[config.mk]
export PLATFORM = sky130hd
export DESIGN_NAME = rgbled_spi_loader
export DESIGN_NICKNAME = d
export VERILOG_FILES = /design/src/rtl/rgbled_spi_loader.sv
export SDC_FILE = /design/constraint.sdc
export NUM_CORES = 1
export LEC_CHECK = 0
export ABC_AREA = 1
export BUFFER_PORTS_ARGS = -buffer_cell sky130_fd_sc_hd__buf_2
export CAP_MARGIN = 30
export CORE_MARGIN = 1.5
export CORE_UTILIZATION = 60
export CTS_BUF_LIST = sky130_fd_sc_hd__clkbuf_2
export CTS_CLUSTER_SIZE = 25
export DETAILED_ROUTE_END_ITERATION = 8
export PLACE_DENSITY_LB_ADDON = 0.1
export SYNTH_ARGS = -nofsm -noshare
export SYNTH_HDL_FRONTEND = slang
export SYNTH_SLANG_ARGS = --single-unit
[constraint.sdc]
create_clock -name clk -period 7.92 [get_ports clk]
set_clock_uncertainty 0.2 [all_clocks]
set_input_delay 1.584 -clock clk [delete_from_list [all_inputs] [get_ports clk]]
set_output_delay 1.584 -clock clk [all_outputs]
set_load 0.005 [all_outputs]
[src/rtl/rgbled_spi_loader.sv]
// SPI (mode 0, MSB first) frame loader feeding the WS2812 chain driver's parallel data word.
// Optional shift-through echo on spi_miso is enabled by defining RGBLED_SPI_ECHO_EN.
`timescale 1ns/1ps
module rgbled_spi_loader #(
   parameter int NUM_LEDS     = 3,
   parameter int BITS_PER_LED = 24
) (
   input  logic                             clk,
   input  logic                             reset,
   input  logic                             spi_sck,
   input  logic                             spi_cs_n,
   input  logic                             spi_mosi,
   output logic                             spi_miso,
   output logic [NUM_LEDS*BITS_PER_LED-1:0] data,
   output logic                             data_rdy,
   output logic                             frame_err
);

   localparam int W  = NUM_LEDS * BITS_PER_LED;
   localparam int CW = $clog2(W + 1);

   typedef enum logic [0:0] {
      S_IDLE = 1'b0,
      S_RECV = 1'b1
   } state_t;

   logic          r_sck_meta, r_sck_sync, r_sck_prev;
   logic          r_cs_meta, r_cs_sync;
   logic          r_mosi_meta, r_mosi_sync;
   state_t        r_state, w_next;
   logic [CW-1:0] r_cnt;
   // Low W-1 bits of the shift register; the top bit only matters for the echo path.
   logic [W-2:0]  r_shift;
   logic [W-1:0]  r_data;
   logic          r_data_rdy, r_frame_err;
   logic          w_rise, w_enter, w_leave, w_accept, w_done, w_abort;

   assign w_rise = r_sck_sync & ~r_sck_prev;

   always_ff @(posedge clk or posedge reset) begin
      if (reset) begin
         r_sck_meta  <= 1'b0;
         r_sck_sync  <= 1'b0;
         r_sck_prev  <= 1'b0;
         r_cs_meta   <= 1'b1;
         r_cs_sync   <= 1'b1;
         r_mosi_meta <= 1'b0;
         r_mosi_sync <= 1'b0;
      end else begin
         r_sck_meta  <= spi_sck;
         r_sck_sync  <= r_sck_meta;
         r_sck_prev  <= r_sck_sync;
         r_cs_meta   <= spi_cs_n;
         r_cs_sync   <= r_cs_meta;
         r_mosi_meta <= spi_mosi;
         r_mosi_sync <= r_mosi_meta;
      end
   end

   always_ff @(posedge clk or posedge reset) begin
      if (reset) begin
         r_state <= S_IDLE;
      end else begin
         r_state <= w_next;
      end
   end

   always_comb begin
      w_next = r_state;
      case (r_state)
         S_IDLE:  if (!r_cs_sync) w_next = S_RECV; else w_next = S_IDLE;
         S_RECV:  if (r_cs_sync)  w_next = S_IDLE; else w_next = S_RECV;
         default: w_next = S_IDLE;
      endcase
   end

   // A cs release in the same cycle as an sck rise wins: the edge is dropped.
   always_comb begin
      w_enter  = 1'b0;
      w_leave  = 1'b0;
      w_accept = 1'b0;
      w_done   = 1'b0;
      w_abort  = 1'b0;
      case (r_state)
         S_IDLE: begin
            w_enter = ~r_cs_sync;
         end
         S_RECV: begin
            w_leave  = r_cs_sync;
            w_accept = ~r_cs_sync & w_rise;
            w_done   = w_accept & (r_cnt == CW'(W - 1));
            w_abort  = r_cs_sync & (r_cnt != {CW{1'b0}});
         end
         default: begin
            w_enter = 1'b0;
         end
      endcase
   end

   always_ff @(posedge clk or posedge reset) begin
      if (reset) begin
         r_cnt       <= {CW{1'b0}};
         r_shift     <= {(W-1){1'b0}};
         r_data      <= {W{1'b0}};
         r_data_rdy  <= 1'b0;
         r_frame_err <= 1'b0;
      end else begin
         r_data_rdy  <= 1'b0;
         r_frame_err <= w_abort;
         if (w_enter || w_leave) begin
            r_cnt <= {CW{1'b0}};
         end else if (w_done) begin
            r_cnt      <= {CW{1'b0}};
            r_data     <= {r_shift, r_mosi_sync};
            r_data_rdy <= 1'b1;
         end else if (w_accept) begin
            r_cnt <= r_cnt + CW'(1);
         end
         if (w_accept) begin
            r_shift <= {r_shift[W-3:0], r_mosi_sync};
         end
      end
   end

`ifdef RGBLED_SPI_ECHO_EN
   logic r_shift_msb, r_miso;

   // Echo emits the bit shifted in W accepted edges earlier.
   always_ff @(posedge clk or posedge reset) begin
      if (reset) begin
         r_shift_msb <= 1'b0;
         r_miso      <= 1'b0;
      end else begin
         if (w_enter) begin
            r_miso <= 1'b0;
         end else if (w_accept) begin
            r_miso <= r_shift_msb;
         end
         if (w_accept) begin
            r_shift_msb <= r_shift[W-2];
         end
      end
   end

   assign spi_miso = r_miso;
`else
   assign spi_miso = 1'b0;
`endif

   assign data      = r_data;
   assign data_rdy  = r_data_rdy;
   assign frame_err = r_frame_err;

endmodule

# Yosys cells after proc, flatten, opt, wreduce, memory -nomap -nowiden
# Cells that the tools add are included.
[classes] reduce_logical=4 mux=11 n_eq_ne=1 bitwise=7 n_addsub=1
[ops] operator="$mux W7" n=3
[ops] operator="$mux W1" n=8
[ops] operator="$add A7 B1 Y7 const B" n=1
[ops] operator="$eq A7 B7 Y1 const B" n=1
[ops] operator="$reduce_bool A7 Y1" n=1
[ops] operator="$and A1 B1 Y1" n=4
[ops] operator="$not A1 Y1" n=3
[ops] operator="$reduce_bool A3 Y1" n=1
[ops] operator="$reduce_and A2 Y1" n=1
[ops] operator="$logic_or A1 B1 Y1" n=1
[totals] inputBits=5 wordCells=37 output_inout_bits=75 reg_bits=160

# Longest topological paths before layout
# Gate-level depths: netlist of run 1.
[depth] word_depth=7 mapped_depth=10 mapped_depth_nobuf=9

# Worst setup path after synthesis of run 1
# No wires, ideal clock.
[synth_path] path_kind="register -> output" start="register r_data[10], in the netlist data[10]" end="output data[10]" setup_slack_ps=5764 stages_incl_launch_ff=1 required_ps=6136 t_arrival_ps=372 path_buffers=0 cell_sequence="dfrtp_1"
[synth_lines] item="from (decl)" line="34" text="logic [W-1:0] r_data;"
[synth_lines] item="from (signal assigned)" line="104" text="r_data <= {W{1'b0}};"
[synth_lines] item="from (signal assigned)" line="114" text="r_data <= {r_shift, r_mosi_sync};"
[synth_lines] item="to (decl)" line="14" text="output logic [NUM_LEDS*BITS_PER_LED-1:0] data,"
# No word-level cell between the ends.

# Worst setup path after layout of run 1
[layout_path] start="register r_data[20], in the netlist data[20]" end="output data[20]"
# No word-level cell between the ends.

==> out/metrics.csv, run 1 <==
stage,metric,value,unit
status,status,"finished, final reports clean",
grt,antenna_found_initial,0,
power_and_ir_drop,power.ir.vdd_worst,96.9,uV
critical_path,slowest_delay,0.45,ns
final_layout,num-nets-final,695,
critical_path,crit_chain,buf_2,
timing,fmax,0.330,GHz
critical_path,cp.arrival,1.25,ns
cts,clock-sinks,160,
final_layout,regArea,0.00401,sq mm
final_layout,area_growth_syn_to_layout,9.73,%
critical_path,start_kind,flip-flop,
cts,cts_buffers,17,
timing,tns,0,ns
grt,grt_util_met3,6.18,%
final_layout,multiInputGateArea,0.00171,sq mm
synth,synth-seq-cells,160,
cts,cts.root.buffer_cell,clkbuf_2,
placed_design,dp_cells,805,
cts,postCtsHoldBufs,0,
critical_path,critical_path_peak_fanout,2,
cts,cts_tree,yes,
placed_design,placed_area,0.00667,sq mm
grt,grt_max_degree,145,
route,drc,0,
grt,busiest_layer,met2,
timing,fin_crit,3.03,ns
final_layout,drive_gt1_share,26.4,%
synth,syn_nets,626,
timing,finalCritPeriodShare,38.3,%
final_layout,fin_cells,837,
final_layout,antenna_cells,0,
critical_path,worstPathRequired,6.14,ns
synth,yosysSeqAreaShare,64.3,%
synth,synth_top_area_share,63.4,%
final_layout,final_util,67.2,%
timing,rsz0062_at_grt,false,
synth,syn_area,0.00623,sq mm
placed_design,place_congestion,0.798,
route,dr.pass1.iters,5,
grt,grt_pass1_wl,18000,um
placed_design,dp_hpwl,6540,um
critical_path,crit_type,flip-flop to output port,
die,fp.dieArea,0.0110,sq mm
die,die-width,105,um
critical_path,slowest_stage,dfrtp_1,
timing,setup_ws,4.89,ns
placed_design,port-buffer-count,78,
route,wl_per_cell,12.2,um
timing,finalMaxSlewViolations,0,
final_layout,finalInstanceArea,0.00684,sq mm
final_layout,nFillCells,845,
min_path,hold_path.class,flip-flop to flip-flop,
cts,postCtsSetupRepairBufs,0,
route,wl,10200,um
die,fp-row-count,37,
grt,met2_usage,32.7,%
synth,synth.area.top_cells,"dfrtp_1 63%, nand2_1 8.2%, o21ai_0 6.8%",
synth,synth_area_leader_cell,dfrtp_1,
grt,grt_pass1_vias,3994,
die,initial_core_util,61.2,%
cts,cts_resized,0,
synth,yosysWarnings,0,
critical_path,cp_top_family,flip-flops,
cts,insertion_delay,0.67,ns
route,vias,4110,
timing,slew_headroom,31.3,%
critical_path,cp.buffers_inverters,1,
power_and_ir_drop,power.density,178,mW/mm^2
die,coreArea,0.0102,sq mm
power_and_ir_drop,leakage,3.33,nW
route,initialDrtViolationCount,208,
run,cap_viol_max_count,0,
placed_design,place_ws,4.70,ns
route,antenna_left,0,
synth,yosysUniqueCellTypes,23,
grt,use_met1,26.9,%
synth,synthCells,619,
timing,finalSetupViolations,0,
route,drt-vias-per-instance,4.91,
timing,worst_pin_slew,1.03,ns
cts,clk_pin_slew,0.20,ns
die,die_y,105,um
power_and_ir_drop,power,1.22,mW
synth,avgSynthCellArea,10.1,sq um
critical_path,critPathCaptureType,output port,
die,ios,80,
cts,clk_path_buf_depth,2,
timing,whs,0.172,ns
grt,overflow,0,
grt,track_usage,20.6,%
cts,htreeDepth,4,
timing,final_hold_viol_count,0,
==> cells in the mapped netlist <==
cell      number
o22ai_1        2
nand4_1        1
dfstp_2        2
xor2_1         1
a21oi_1        1
nor2_2         1
buf_2         13
buf_4          1
nand3_1        5
conb_1         1
nand2_1      137
o21ai_1       29
o21ai_2       32
inv_1         88
inv_2          3
nand2_2       33
o21ai_0       85
nor2_1         6
nand2_4        1
ha_1           2
clkbuf_1      10
dfrtp_1      158
buf_6          7
==> final timing paths <==
check / from / depth (start not counted) / slack [ns] / to
min in group asynchronous: reset / 2 / 0.78 / data[63]
worst max register to register: r_cs_sync / 7 / 5.26 / data[71]
worst min register to register: r_cs_meta / 0 / 0.17 / r_cs_sync
worst max-delay path: data[20] / 1 / 4.89 / data[20]
max in group asynchronous: reset / 4 / 5.52 / r_cs_sync
worst min-delay path: r_cs_meta / 0 / 0.17 / r_cs_sync
==> cells in the final DEF (no fill, tap or decap), drive strengths merged <==
master	n
inv	91
clkinvlp	6
buf	81
ha	2
dfrtp	158
conb	1
o22ai	2
nand3	5
nor2	7
xor2	1
nand4	1
o21ai	146
clkbuf	21
dfstp	2
nand2	171
clkinv	5
a21oi	1
==> area by class of cell <==
cell class | count | share of cell area [%]
sequential | 160 | 58.6
multi-input combinational | 337 | 25.0
timing repair buffer | 81 | 6.33
inverter | 91 | 5.07
tap | 136 | 2.49
clock buffer | 21 | 1.54
clock inverter | 11 | 1.01
==> cells by family after synthesis <==
group                      count (synthesis)  share of synthesized area [%]
xor gates and xnor gates                   1                          0.141
adders and majority gates                  2                          0.401
DFF                                      160                           64.3
and+or+nand+nor                          184                           12.7
other                                      1                         0.0601
AOI/OAI and AO/OA                        149                           13.9
buffers and inverters                    122                           8.51
==> power by group <==
group	leakage, nW	internal (mW)	switching, mW
Combinational	1.01	0.00800	0.0301
Sequential	2.21	0.827	0.00489
Clock	0.105	0.0818	0.264
Total	3.33	0.917	0.299
==> flip-flops by register name (all words and copies together), names as in the netlist <==
register / count
r_shift: 71
r_cnt: 7
r_mosi_meta: 1
r_sck_prev: 1
r_mosi_sync: 1
r_sck_sync: 1
r_state: 1
r_cs_meta: 1
r_cs_sync: 1
frame_err: 1
r_sck_meta: 1
data_rdy: 1
data: 72
==> per-layer routing <==
| layer | vias to the layer above | share of wire [%] |
|---|---|---|
| li1 | 2063 | - |
| met1 | 1966 | 47 |
| met2 | 77 | 48 |
| met3 | 4 | 3.9 |
| met4 | 0 | 0.67 |
| met5 | - | 0 |
Power figures use the tool's default switching activity.
==> inputs of run 2 (changes only) <==
Clock period 7.92 ns to 3 ns, I/O delays scaled along.
==> run 2 against run 1 <==
Global-route usage increased by 0.60 points. Non-clock buffer count grew 7. Final area rose by 1.9%. Count of clock-buffer cells in the layout fell by 2. Final cell count rose by 0.60%. Die area did not move. Worst hold slack lost 0.0025 ns. First-iteration DRC count grew 36%. Critical path depth rose by 6. Routed wire length rose by 3.6%.
==> out/metrics.csv, run 2 (synthesis gave the netlist of run 1 again) <==
stage,metric,value,unit,change
power_and_ir_drop,pwr-share-comb,3.0,%,about the same
timing,tns,0,ns,unchanged
placed_design,place_congestion,0.833,,+4.3%
final_layout,area_growth_syn_to_layout,11.8,%,
final_layout,nFillCells,829,,-1.9%
cts,htreeDepth,4,,unchanged
critical_path,critPathCaptureType,flip-flop,,
status,status,"finished, final reports clean",,
route,vias,4157,,+1.1%
timing,rsz0062_at_grt,false,,
die,ios,80,,unchanged
placed_design,dp_hpwl,6710,um,+2.6%
critical_path,worstPathRequired,3.40,ns,-2.74 ns
timing,finalMaxSlewViolations,0,,unchanged
grt,track_usage,21.1,%,+0.60 points
critical_path,start_kind,flip-flop,,
route,initialDrtViolationCount,283,,+36%
final_layout,final_common_cell,dfrtp_1,,
power_and_ir_drop,power,3.45,mW,+180%
final_layout,layout_common_cells,"158 x dfrtp_1, 137 x nand2_1, 87 x inv_1",,
final_layout,multiInputGateArea,0.00171,sq mm,unchanged
cts,postCtsHoldBufs,4,,+4
grt,antenna_found_initial,0,,unchanged
timing,worst_pin_slew,0.804,ns,-0.226 ns
final_layout,largest_reg_flops,72,,unchanged
cts,clk_path_buf_depth,2,,unchanged
timing,whs,0.169,ns,-0.00252 ns
placed_design,port-buffer-count,78,,unchanged
cts,cts_resized,0,,unchanged
cts,postCtsSetupRepairBufs,0,,unchanged
die,coreArea,0.0102,sq mm,unchanged
timing,fin_crit,2.23,ns,
cts,cts_tree,yes,,
route,wl,10600,um,+3.6%
grt,grt_pass1_wl,18500,um,+2.8%
timing,slew_headroom,46.4,%,+15 points
cts,cts_buffers,17,,unchanged
route,dr.pass1.iters,5,,unchanged
final_layout,drive_gt1_share,26.1,%,-0.33 points
cts,insertion_delay,0.66,ns,about the same
power_and_ir_drop,seqPwrFrac,63.7,%,-4.7 points
final_layout,regArea,0.00401,sq mm,unchanged
route,drc,0,,unchanged
grt,grt_max_degree,161,,+11%
run,cap_viol_max_count,0,,unchanged
power_and_ir_drop,p_sw,0.786,mW,+160%
cts,cts.root.buffer_cell,clkbuf_2,,
critical_path,crit_type,flip-flop to flip-flop,,
die,die_y,105,um,unchanged
die,fp.dieArea,0.0110,sq mm,unchanged
timing,finalCritPeriodShare,74.2,%,
timing,finalSetupViolations,0,,unchanged
power_and_ir_drop,power.density,495,mW/mm^2,+180%
final_layout,num-nets-final,702,,+1.0%
power_and_ir_drop,power.internal,2.66,mW,+190%
die,fp-row-count,37,,unchanged
min_path,hold_path.class,flip-flop to flip-flop,,
power_and_ir_drop,power_switching_share,22.8,%,-1.8 points
die,die-width,105,um,unchanged
timing,fmax,0.449,GHz,
die,initial_core_util,61.2,%,unchanged
critical_path,cp.arrival,2.63,ns,+1.38 ns
critical_path,critical_path_peak_fanout,47,,+45
grt,overflow,0,,unchanged
route,drt-vias-per-instance,4.94,,+0.54%
cts,clk_pin_slew,0.21,ns,about the same
power_and_ir_drop,leakage,3.39,nW,+1.8%
cts,clock-sinks,160,,unchanged
power_and_ir_drop,pwr-share-clk,33.3,%,+4.9 points
power_and_ir_drop,power.ir.vdd_worst,314,uV,+220%
grt,grt_pass1_vias,4110,,+2.9%
route,antenna_left,0,,unchanged
final_layout,antenna_cells,0,,unchanged
timing,final_hold_viol_count,0,,unchanged
route,wl_per_cell,12.6,um,+2.9%
==> run 2: changes by cell type in the layout (fill, tap and decap cells not counted), moves of 2 or more <==
cell,change
buf_12,+2
clkinv_4,+3
dlygate4sd3_1,+4
clkinvlp_4,-3
clkinv_2,-4
bufinv_16,+3
buf_4,+2
clkbuf_2,-2
clkinv_1,+2
==> run 2: layer usage <==
| metal | vias to the layer above | track usage, % | wire, um |
|---|---|---|---|
| met3 | 14 | 5.55 | 397 |
| li1 | 2081 | - | - |
| met2 | 94 | 33.8 | 5120 |
| met1 | 1968 | 27.8 | 4890 |
| met4 | 0 | 8.61 | 163 |
| met5 | - | 0 | 0 |
==> run 2: critical path, stage by stage (launching register included) <==
cell and delay [ns]:
dfstp_2 0.60, nor2_2 0.06, nand2_4 0.25, inv_2 0.13, nand2_8 0.29, buf_4 0.45, nand2_1 0.10, o21ai_1 0.10
==> run 2: worst paths after layout <==
check	startpoint	end	slack, ns	depth (start not counted)
setup / recovery	r_cs_sync	data[58]	0.77	7
hold / removal	r_cs_meta	r_cs_sync	0.17	0
setup reg to reg	r_cs_sync	data[58]	0.77	7
hold reg to reg	r_cs_meta	r_cs_sync	0.17	0
max in group asynchronous	reset	data[10]	1.51	4
min in group asynchronous	reset	data[38]	0.52	4
==> run 2: power by group through the flow <==
stage	clock network (mW)	logic (mW)	registers (mW)
global placement	0	0.101	2.23
floorplan	0	0.0782	2.23
finish	1.15	0.104	2.20
CTS	1.19	0.108	2.20
global route	1.27	0.123	2.20
detailed placement	0	0.104	2.23
==> run 2: stage by stage <==
step	worst slack (ns)	utilization, %	instances	cell area, sq um
finish	0.773	68.5	842	6970
global route	0.544	68.5	842	6970
CTS	0.756	68.5	842	6970
detailed placement	0.768	65.7	808	6690
global placement	0.868	65.7	808	6690
floorplan	0.173	-	619	6240
==> run 2: final cells by class <==
type | instances | share of cell area [%]
Inverter | 91 | 4.95
Sequential cell | 160 | 57.5
Timing Repair Buffer | 88 | 7.18
Tap cell | 136 | 2.44
Multi-Input combinational cell | 337 | 24.6
Clock buffer | 19 | 1.36
Clock inverter | 11 | 2.05
==> inputs of run 3 (changes only) <==
Clock period 3 ns to 2.09 ns, I/O delays scaled along.
==> run 3 against run 2 <==
Power rose by 44%. Sequential power increased by 43%. Clock power increased by 44%. First-iteration DRC count is 22% lower. Fmax grew 14%. Critical path type unchanged. Critical endpoint is now data[32]. Largest power group unchanged.
==> out/metrics.csv, run 3 (synthesis gave the netlist of run 1 again) <==
stage,metric,value,unit,change
status,status,"finished, final reports clean",,
grt,track_usage,21.7,%,+0.53 points
die,initial_core_util,61.2,%,unchanged
cts,clock-sinks,160,,unchanged
cts,cts_buffers,17,,unchanged
final_layout,final_util,69.6,%,+1.2 points
final_layout,area_growth_syn_to_layout,13.7,%,
critical_path,cp.arrival,2.33,ns,-0.30 ns
route,antenna_left,0,,unchanged
run,cap_viol_max_count,0,,unchanged
power_and_ir_drop,leakage,3.45,nW,+1.8%
cts,cts_tree,yes,,
route,vias,4198,,+0.99%
final_layout,multiInputGateArea,0.00171,sq mm,unchanged
timing,finalCritPeriodShare,93.3,%,+19 points
timing,setup_ws,0.141,ns,-0.632 ns
critical_path,start_kind,flip-flop,,
route,dr.pass1.iters,5,,unchanged
final_layout,drive_gt1_share,26.6,%,+0.52 points
critical_path,worstRegToRegCells,9,,+2
final_layout,regArea,0.00401,sq mm,unchanged
final_layout,largest_reg_flops,72,,unchanged
critical_path,worstPathRequired,2.47,ns,-0.93 ns
timing,finalSetupViolations,0,,unchanged
timing,rsz0062_at_grt,false,,
final_layout,antenna_cells,0,,unchanged
die,die_y,105,um,unchanged
cts,htreeDepth,4,,unchanged
die,fp.dieArea,0.0110,sq mm,unchanged
timing,whs,0.0642,ns,-0.105 ns
placed_design,placed_area,0.00681,sq mm,+1.8%
cts,cts.root.buffer_cell,clkbuf_2,,
route,initialDrtViolationCount,220,,-22%
final_layout,final_common_cell,dfrtp_1,,
cts,clk_pin_slew,0.21,ns,about the same
cts,insertion_delay,0.67,ns,about the same
placed_design,place_ws,0.137,ns,-0.631 ns
final_layout,layout_common_cells,"158 x dfrtp_1, 137 x nand2_1, 87 x inv_1",,
final_layout,nFillCells,813,,-1.9%
die,fp-row-count,37,,unchanged
critical_path,rr_endpoint,data[32],,
placed_design,dp_hpwl,7140,um,+6.4%
die,coreArea,0.0102,sq mm,unchanged
die,ios,80,,unchanged
route,drc,0,,unchanged
timing,fmax,0.513,GHz,+14%
route,wl_per_cell,12.7,um,+1.1%
placed_design,place_congestion,0.769,,-7.7%
timing,fin_crit,1.95,ns,-0.278 ns
grt,grt_pass1_wl,19000,um,+2.7%
cts,clk_path_buf_depth,2,,unchanged
timing,finalMaxSlewViolations,0,,unchanged
power_and_ir_drop,power.density,702,mW/mm^2,+42%
critical_path,rrSetupSlack,0.14,ns,-0.63 ns
critical_path,crit_type,flip-flop to flip-flop,,
route,wl,10800,um,+1.7%
critical_path,critical_path_peak_fanout,39,,-17%
route,drt-vias-per-instance,4.96,,+0.39%
final_layout,num-nets-final,706,,+0.57%
critical_path,timing.rr.start,r_cnt[0],,
timing,tns,0,ns,unchanged
cts,postCtsSetupRepairBufs,0,,unchanged
power_and_ir_drop,power,4.97,mW,+44%
die,die-width,105,um,unchanged
grt,overflow,0,,unchanged
grt,grt_pass1_vias,4127,,+0.41%
critical_path,critPathCaptureType,flip-flop,,
min_path,hold_path.class,input port to async pin,,
final_layout,finalInstanceArea,0.00709,sq mm,+1.7%
placed_design,dp_cells,812,,+0.50%
final_layout,fin_cells,847,,+0.59%
grt,antenna_found_initial,0,,unchanged
grt,grt_max_degree,95,,-41%
placed_design,port-buffer-count,78,,unchanged
timing,final_hold_viol_count,0,,unchanged
power_and_ir_drop,power.ir.vdd_worst,429,uV,+37%
run 3: changes by cell type in the layout (fill, tap and decap cells not counted), sizes merged:
cell / change
clkinv: +1
buf: +4
run 3: worst max path at each step:
| stage | slack, ns | to | cells after the start | from |
|---|---|---|---|---|
| global placement | 0.23 | data[32] | 9 | r_cnt[0] |
| floorplan | -0.56 | data[0] | 1 | reset |
| global route | 0.04 | data[32] | 9 | r_cnt[0] |
| finish | 0.14 | data[32] | 9 | r_cnt[0] |
| detailed placement | 0.14 | data[32] | 9 | r_cnt[0] |
| CTS | 0.14 | data[45] | 1 | data[45] |
run 3: repair_timing:
| action | in CTS | in global routing |
|---|---|---|
| resized for setup | 0 | 0 |
| hold buffers | 4 | 0 |
| hold endpoints to repair | 161 | 0 |
run 3: final cells by class:
class	instances	share of cell area, %
clock buffer	19	1.34
clock inverter	12	2.03
inverter	91	4.87
multi-input combinational	337	24.1
sequential	160	56.5
tap	136	2.40
timing repair buffer	92	8.72
run 3: worst max-delay path: stages, from the launching register on:
cell and delay, ns:
dfrtp_1 0.44, ha_1 0.21, nand2_2 0.09, nor2_1 0.13, nand2_2 0.08, inv_2 0.10
nand2_8 0.19, buf_12 0.25, nand2_1 0.07, o21ai_0 0.07
run 3: report_power, final:
group,switching [mW],internal [mW],total (mW)
clock,1.00,0.656,1.66
combinational,0.121,0.0456,0.166
sequential,0.0181,3.13,3.15
total,1.14,3.84,4.97
run 3: layer usage:
layer	track usage (%)	part of all wire [%]	wire [um]	vias up
li1	-	-	-	2087
met2	33.1	47	5080	87
met4	7.34	1.2	130	0
met3	5.74	4.1	444	10
met5	0	0	0	-
met1	30.5	47	5100	2014
